<file path="src/rtl/int_div_pkg.sv">
// Shared encodings, FSM state type and constants for the integer divide controller.
package int_div_pkg;

  typedef enum logic [1:0] {
    OP_DIV  = 2'b00,
    OP_DIVU = 2'b01,
    OP_REM  = 2'b10,
    OP_REMU = 2'b11
  } div_op_e;

  typedef enum logic [2:0] {
    ST_IDLE,
    ST_LOAD,
    ST_WAIT,
    ST_FIX,
    ST_RESP,
    ST_DRAIN
  } div_state_e;

  localparam int          DIV_LATENCY = 34;
  localparam int          CNT_W       = 6;
  localparam logic [31:0] ALL_ONES    = 32'hFFFF_FFFF;
  localparam logic [31:0] INT_MIN     = 32'h8000_0000;

  // Bit 0 clear selects the signed flavour, bit 1 set selects the remainder.
  function automatic logic op_is_signed(input logic [1:0] op);
    return ~op[0];
  endfunction

  function automatic logic op_is_rem(input logic [1:0] op);
    return op[1];
  endfunction

endpackage

</file>
<file path="src/rtl/int_div_sign_fix.sv">
// Conditional two's-complement negate; doubles as absolute value when negate = sign bit.
module int_div_sign_fix (
  input  logic [31:0] value,
  input  logic        negate,
  output logic [31:0] result
);

  assign result = negate ? (~value + 32'd1) : value;

endmodule

</file>
<file path="src/rtl/int_div_ctrl.sv">
// Sequencing wrapper around an external unsigned 32-bit divider (sign prep, special cases, fix-up).
// Optional last-result cache is enabled by defining DIV_OPERAND_CACHE_EN.
module int_div_ctrl
  import int_div_pkg::*;
#(
  parameter int TAG_W = 5
) (
  input  logic              clk_i,
  input  logic              rst_i,
  input  logic              req_valid_i,
  output logic              req_ready_o,
  input  logic [1:0]        req_op_i,
  input  logic [31:0]       req_rs1_i,
  input  logic [31:0]       req_rs2_i,
  input  logic [TAG_W-1:0]  req_tag_i,
  output logic              resp_valid_o,
  input  logic              resp_ready_i,
  output logic [31:0]       resp_result_o,
  output logic [TAG_W-1:0]  resp_tag_o,
  input  logic              flush_i,
  output logic              div_load_o,
  output logic [31:0]       div_dividend_o,
  output logic [31:0]       div_divisor_o,
  output logic              div_signed_o,
  input  logic [31:0]       div_quotient_i,
  input  logic [31:0]       div_remainder_i
);

  div_state_e        state_reg;
  logic [CNT_W-1:0]  cnt_reg;
  logic              req_ready_reg;
  logic              resp_valid_reg;
  logic              div_load_reg;
  logic [31:0]       result_reg;
  logic [TAG_W-1:0]  resp_tag_reg;
  logic [TAG_W-1:0]  tag_reg;
  logic [31:0]       dividend_reg;
  logic [31:0]       divisor_reg;
  logic              rem_sel_reg;
  logic              q_neg_reg;
  logic              r_neg_reg;

  logic              req_signed;
  logic              accept;
  logic              div_zero;
  logic              overflow;
  logic [31:0]       special_result;
  logic              cache_hit;
  logic [31:0]       cache_result;
  logic [31:0]       q_fixed;
  logic [31:0]       r_fixed;
  logic [31:0]       op_raw [2];
  logic [31:0]       op_mag [2];

  assign req_signed = op_is_signed(req_op_i);
  assign accept     = req_valid_i & req_ready_reg & ~flush_i;
  assign div_zero   = (req_rs2_i == 32'd0);
  assign overflow   = req_signed && (req_rs1_i == INT_MIN) && (req_rs2_i == ALL_ONES);

  always_comb begin
    special_result = 32'd0;
    if (div_zero) begin
      special_result = op_is_rem(req_op_i) ? req_rs1_i : ALL_ONES;
    end else if (overflow) begin
      special_result = op_is_rem(req_op_i) ? 32'd0 : INT_MIN;
    end
  end

  assign op_raw[0] = req_rs1_i;
  assign op_raw[1] = req_rs2_i;

  genvar gi;
  generate
    for (gi = 0; gi < 2; gi++) begin : g_abs
      int_div_sign_fix u_abs (
        .value  (op_raw[gi]),
        .negate (req_signed & op_raw[gi][31]),
        .result (op_mag[gi])
      );
    end
  endgenerate

  int_div_sign_fix u_fix_q (
    .value  (div_quotient_i),
    .negate (q_neg_reg),
    .result (q_fixed)
  );

  int_div_sign_fix u_fix_r (
    .value  (div_remainder_i),
    .negate (r_neg_reg),
    .result (r_fixed)
  );

`ifdef DIV_OPERAND_CACHE_EN
  logic        cache_valid_reg;
  logic [31:0] cache_rs1_reg;
  logic [31:0] cache_rs2_reg;
  logic        cache_signed_reg;
  logic [31:0] cache_q_reg;
  logic [31:0] cache_r_reg;
  logic [31:0] rs1_reg;
  logic [31:0] rs2_reg;
  logic        signed_reg;

  assign cache_hit = cache_valid_reg && (cache_rs1_reg == req_rs1_i) &&
                     (cache_rs2_reg == req_rs2_i) && (cache_signed_reg == req_signed);
  assign cache_result = op_is_rem(req_op_i) ? cache_r_reg : cache_q_reg;

  // Only a completed divider run refreshes the cache; a flush in FIX leaves it untouched.
  always_ff @(posedge clk_i) begin
    if (rst_i) begin
      cache_valid_reg  <= 1'b0;
      cache_rs1_reg    <= 32'd0;
      cache_rs2_reg    <= 32'd0;
      cache_signed_reg <= 1'b0;
      cache_q_reg      <= 32'd0;
      cache_r_reg      <= 32'd0;
      rs1_reg          <= 32'd0;
      rs2_reg          <= 32'd0;
      signed_reg       <= 1'b0;
    end else begin
      if (state_reg == ST_IDLE && accept) begin
        rs1_reg    <= req_rs1_i;
        rs2_reg    <= req_rs2_i;
        signed_reg <= req_signed;
      end
      if (state_reg == ST_FIX && !flush_i) begin
        cache_valid_reg  <= 1'b1;
        cache_rs1_reg    <= rs1_reg;
        cache_rs2_reg    <= rs2_reg;
        cache_signed_reg <= signed_reg;
        cache_q_reg      <= q_fixed;
        cache_r_reg      <= r_fixed;
      end
    end
  end
`else
  assign cache_hit    = 1'b0;
  assign cache_result = 32'd0;
`endif

  always_ff @(posedge clk_i) begin
    if (rst_i) begin
      state_reg      <= ST_DRAIN;
      cnt_reg        <= CNT_W'(DIV_LATENCY);
      req_ready_reg  <= 1'b0;
      resp_valid_reg <= 1'b0;
      div_load_reg   <= 1'b0;
      result_reg     <= 32'd0;
      resp_tag_reg   <= '0;
      tag_reg        <= '0;
      dividend_reg   <= 32'd0;
      divisor_reg    <= 32'd0;
      rem_sel_reg    <= 1'b0;
      q_neg_reg      <= 1'b0;
      r_neg_reg      <= 1'b0;
    end else begin
      // Free-running countdown of cycles since the last divider start.
      if (cnt_reg != '0) begin
        cnt_reg <= cnt_reg - CNT_W'(1);
      end
      case (state_reg)
        ST_IDLE: begin
          if (accept) begin
            req_ready_reg <= 1'b0;
            if (div_zero || overflow) begin
              result_reg     <= special_result;
              resp_tag_reg   <= req_tag_i;
              resp_valid_reg <= 1'b1;
              state_reg      <= ST_RESP;
            end else if (cache_hit) begin
              result_reg     <= cache_result;
              resp_tag_reg   <= req_tag_i;
              resp_valid_reg <= 1'b1;
              state_reg      <= ST_RESP;
            end else begin
              dividend_reg <= op_mag[0];
              divisor_reg  <= op_mag[1];
              div_load_reg <= 1'b1;
              tag_reg      <= req_tag_i;
              rem_sel_reg  <= op_is_rem(req_op_i);
              q_neg_reg    <= req_signed & (req_rs1_i[31] ^ req_rs2_i[31]);
              r_neg_reg    <= req_signed & req_rs1_i[31];
              state_reg    <= ST_LOAD;
            end
          end
        end
        ST_LOAD: begin
          div_load_reg <= 1'b0;
          cnt_reg      <= CNT_W'(DIV_LATENCY);
          state_reg    <= flush_i ? ST_DRAIN : ST_WAIT;
        end
        ST_WAIT: begin
          if (flush_i) begin
            state_reg <= ST_DRAIN;
          end else if (cnt_reg == CNT_W'(1)) begin
            state_reg <= ST_FIX;
          end
        end
        ST_FIX: begin
          if (flush_i) begin
            state_reg <= ST_DRAIN;
          end else begin
            result_reg     <= rem_sel_reg ? r_fixed : q_fixed;
            resp_tag_reg   <= tag_reg;
            resp_valid_reg <= 1'b1;
            state_reg      <= ST_RESP;
          end
        end
        ST_RESP: begin
          if (flush_i || resp_ready_i) begin
            resp_valid_reg <= 1'b0;
            req_ready_reg  <= 1'b1;
            state_reg      <= ST_IDLE;
          end
        end
        ST_DRAIN: begin
          // The divider cannot be reset or aborted, so wait out its latency.
          if (cnt_reg <= CNT_W'(1)) begin
            req_ready_reg <= 1'b1;
            state_reg     <= ST_IDLE;
          end
        end
        default: begin
          state_reg <= ST_DRAIN;
        end
      endcase
    end
  end

  assign req_ready_o    = req_ready_reg;
  assign resp_valid_o   = resp_valid_reg;
  assign resp_result_o  = result_reg;
  assign resp_tag_o     = resp_tag_reg;
  assign div_load_o     = div_load_reg;
  assign div_dividend_o = dividend_reg;
  assign div_divisor_o  = divisor_reg;
  assign div_signed_o   = 1'b0;

endmodule

</file>
<file path="config.mk">
export PLATFORM = sky130hd
export DESIGN_NAME = int_div_ctrl
export DESIGN_NICKNAME = d
export VERILOG_FILES = /design/src/rtl/int_div_pkg.sv /design/src/rtl/int_div_sign_fix.sv /design/src/rtl/int_div_ctrl.sv
export SDC_FILE = /design/constraint.sdc
export NUM_CORES = 1
export LEC_CHECK = 0
export CORE_MARGIN = 4
export CORE_UTILIZATION = 49
export CTS_BUF_LIST = sky130_fd_sc_hd__clkbuf_16
export DETAILED_ROUTE_END_ITERATION = 6
export PLACE_DENSITY = 0.82
export SYNTH_ARGS = -nofsm -noshare
export SYNTH_HDL_FRONTEND = slang
export SYNTH_SLANG_ARGS = --single-unit
</file>
<file path="constraint.sdc">
create_clock -name clk_i -period 3.59 [get_ports clk_i]
set_input_delay 0.718 -clock clk_i [delete_from_list [all_inputs] [get_ports clk_i]]
set_output_delay 0.718 -clock clk_i [all_outputs]
set_load 0.05 [all_outputs]
</file>
==> flow_summary.toml <==
[place]
place_congestion = 0.997
dp.final_hpwl_um = 24400
post-place-ws_ns = -0.129
port_buffers = 243
place_inst = 1543

[routing]
routed_wirelength_um = 31900
router_iterations_before_antenna_repair = 5
detail_route.iter0.violations = 1165
wl_per_cell_um = 20.2
routed_vias_inst = 6.42
vias = 10115
post-route-drc-count = 0
antenna_nets_post_route = 0

[cts]
post_cts_resized = 0
cts_hold_buffers = 0
tritoncts.num_buffers = 17
clkSlewWorstSetupHoldPaths_ns = 0.06
cts_tree = "done"
post_cts_setup_repair_buffer_count = 0
cts.root.buffer_cell = "clkbuf_16"
cts_max_path_buffers = 2
clock_latency_on_the_worst_skew_pair_ns = 0.43
h-tree-depth = 4
total_number_of_clock_tree_sinks = 121

[run_status]
outcome = "finished clean"

[timing]
timing.slew.headroom_pct = 38.7
clock.fmax_ghz = 0.299
rsz0062_at_grt = "no"
finClkSkew_ns = 0.0116
timing.final.max_slew_violations = 0
fin_tns_setup_ns = 0
layout_setup_ws_ns = 0.248
final_hold_viol_count = 0
setup_failing_eps_final = 0
max_slew.worst_pin.slew_ns = 0.919
fin_crit_ns = 3.34
timing.final.crit_share_pct = 93.1

[grt]
grt_pass1_wl_um = 50300
globalRoute.totalOverflow = 0
first_global_vias = 9628
largest_net_degree_at_the_start_of_global_routing = 71
gr-usage-all-layers_pct = 31.4
number_of_antenna_violations_at_the_first_check_in_global_routing = 0

[setup_path]
cp-startpoint = "div_quotient_i[1]"
worst_setup_path_end_kind = "flop"
worst_path_maximum_fanout = 4
critical_path_class = "input pin to flop"
crit-reg2reg-launch = "state_reg[0]$_SDFFE_PP1P_"
worst_setup_path_start_kind = "input pin"
register_to_register_setup_slack_ns = 1.11
worst-endpoint-arrival_ns = 3.60
critical_path.reg2reg.endpoint = "resp_result_o[30]$_SDFFE_PP0P_"
cp_data_required_time_ns = 3.85
timing.reg2reg.worst_path_depth = 6

[synthesis]
yosys_register_bits = 121
syn_nets = 1240
synthDistinctLibCells = 64
synth.yosys.warnings = 0
synth_top_flop_cell = "dfxtp_1"
netlist_area_um2 = 8450
syn-mean-instance-area_um2 = 7.73
synth_area_leader_cell = "dfxtp_1"
synth_edf_count = 0
synth.top_cells.by_area = "dfxtp_1, xnor2_1, a21oi_1"
synth.top_cell.area_share_pct = 28.7
async_flop_share_pct = 0
count_of_mapped_cells_out_of_synthesis = 1093
synth_sequential_area_ratio_pct = 28.7

[die]
die_y_um = 139
design.die.area_um2 = 19400
design.portCount = 245
design.core.area_um2 = 16800
die_width_um = 139
floorplan.initialDensity_pct = 50.4
floorplan.rows = 47

[finish]
final_cells = 1575
area_growth_syn_to_layout_pct = 42.1
insertedDiodeCount = 0
nets = 1489
post_route_cells_drive_above_1_share_pct = 9.89

[power]
leakage_nw = 3.97
ir_drop_mv = 0.370
post_route_total_power_w = 0.00385
power-per-cell-area_nw_per_um2 = 321

[run]
cap_viol_max_count = 0

[worst_hold_path]
hp-class = "flop to flop"
hold_start = "div_load_o$_SDFFE_PP0P_"
hold-path-cell-count = 2
worstHoldEndpoint = "div_load_o$_SDFFE_PP0P_"
[cell usage in the layout, fill, tap and decap left out, types with 23 or more instances in the layout]
master	instances
nand3_1	24
o21ai_0	49
a311oi_1	29
nand2_1	57
nor2_1	67
xnor2_1	97
nor4_1	26
clkdlybuf4s50_1	242
dfxtp_1	121
a21oi_1	134
nand4_1	23
a211oi_1	86
buf_4	76
nor3_1	35
inv_1	37
[synth_stat cells (4+ instances only)]
cell / number
a21oi_1: 134
dfxtp_1: 121
xnor2_1: 97
a211oi_1: 86
clkbuf_1: 75
nor2_1: 67
nand2_1: 57
o21ai_0: 49
inv_1: 36
nor3_1: 35
a311oi_1: 29
nor4_1: 26
nand3_1: 24
nand4_1: 23
o31ai_1: 20
o41ai_1: 20
xor2_1: 20
or4_1: 16
a31oi_1: 13
or3_1: 12
a221oi_1: 9
o211ai_1: 9
a41oi_1: 8
buf_4: 8
mux2i_1: 8
buf_2: 7
ha_1: 7
nand2b_1: 6
nor3b_1: 5
nand3b_1: 4
nor2b_1: 4
or2_2: 4
[critical path, cell delays in order]
cell,delay (ns)
clkdlybuf4s50_1,0.46
inv_1,0.12
ha_1,0.22
or4b_2,0.59
or4_1,0.53
o41ai_1,0.33
mux2i_1,0.13
a211oi_1,0.36
a221oi_1,0.15
[through the flow]
step / utilization, % / hold WS (ns) / area [um^2]
6_report: 71.6 / 0.473 / 12000
5_1_grt: 71.6 / 0.500 / 12000
4_1_cts: 71.6 / 0.474 / 12000
3_5_place_dp: 68.5 / 0.460 / 11500
3_3_place_gp: 68.5 / 0.451 / 11500
2_1_floorplan: - / 0.449 / 8450
[kinds of logic after synthesis]
family / count (synthesis) / share of synthesized area [%]
adders and majority gates: 7 / 1.04
DFF: 121 / 28.7
AOI/OAI and AO/OA: 400 / 31.2
other: 1 / 0.0444
muxes: 11 / 1.35
and+or+nand+nor: 304 / 19.0
buffers and inverters: 132 / 6.59
xor gates and xnor gates: 117 / 12.1
[cell type report]
cell class                      instances  area, um^2
Sequential cell                       121        2420
Clock buffer                           17         425
Clock inverter                         15         104
Inverter                               36         135
Tap cell                              220         275
Fill cell                            1365        4750
Multi-Input combinational cell        840        5490
Timing Repair Buffer                  326        3150
[worst max-delay path by stage]
stage	cells after the start	endpoint
after floorplan	11	resp_result_o[27]$_SDFFE_PP0P_
after global placement	9	resp_result_o[28]$_SDFFE_PP0P_
after detailed placement	9	resp_result_o[28]$_SDFFE_PP0P_
after CTS	9	resp_result_o[28]$_SDFFE_PP0P_
after global routing	9	resp_result_o[28]$_SDFFE_PP0P_
final	9	resp_result_o[28]$_SDFFE_PP0P_
[power breakdown]
part | internal, W | switching, W | leakage (nW)
logic | 0.000398 | 0.000431 | 2.74
clock network | 0.000879 | 0.000670 | 0.262
registers | 0.00140 | 0.0000766 | 0.976
[layer usage]
metal	track usage, %	vias up	wire (um)
li1	-	4641	-
met1	40.0	4729	12600
met2	51.1	619	14800
met3	7.10	126	3000
met4	13.7	0	1480
met5	0	-	0
Power figures use the tool's default switching activity.
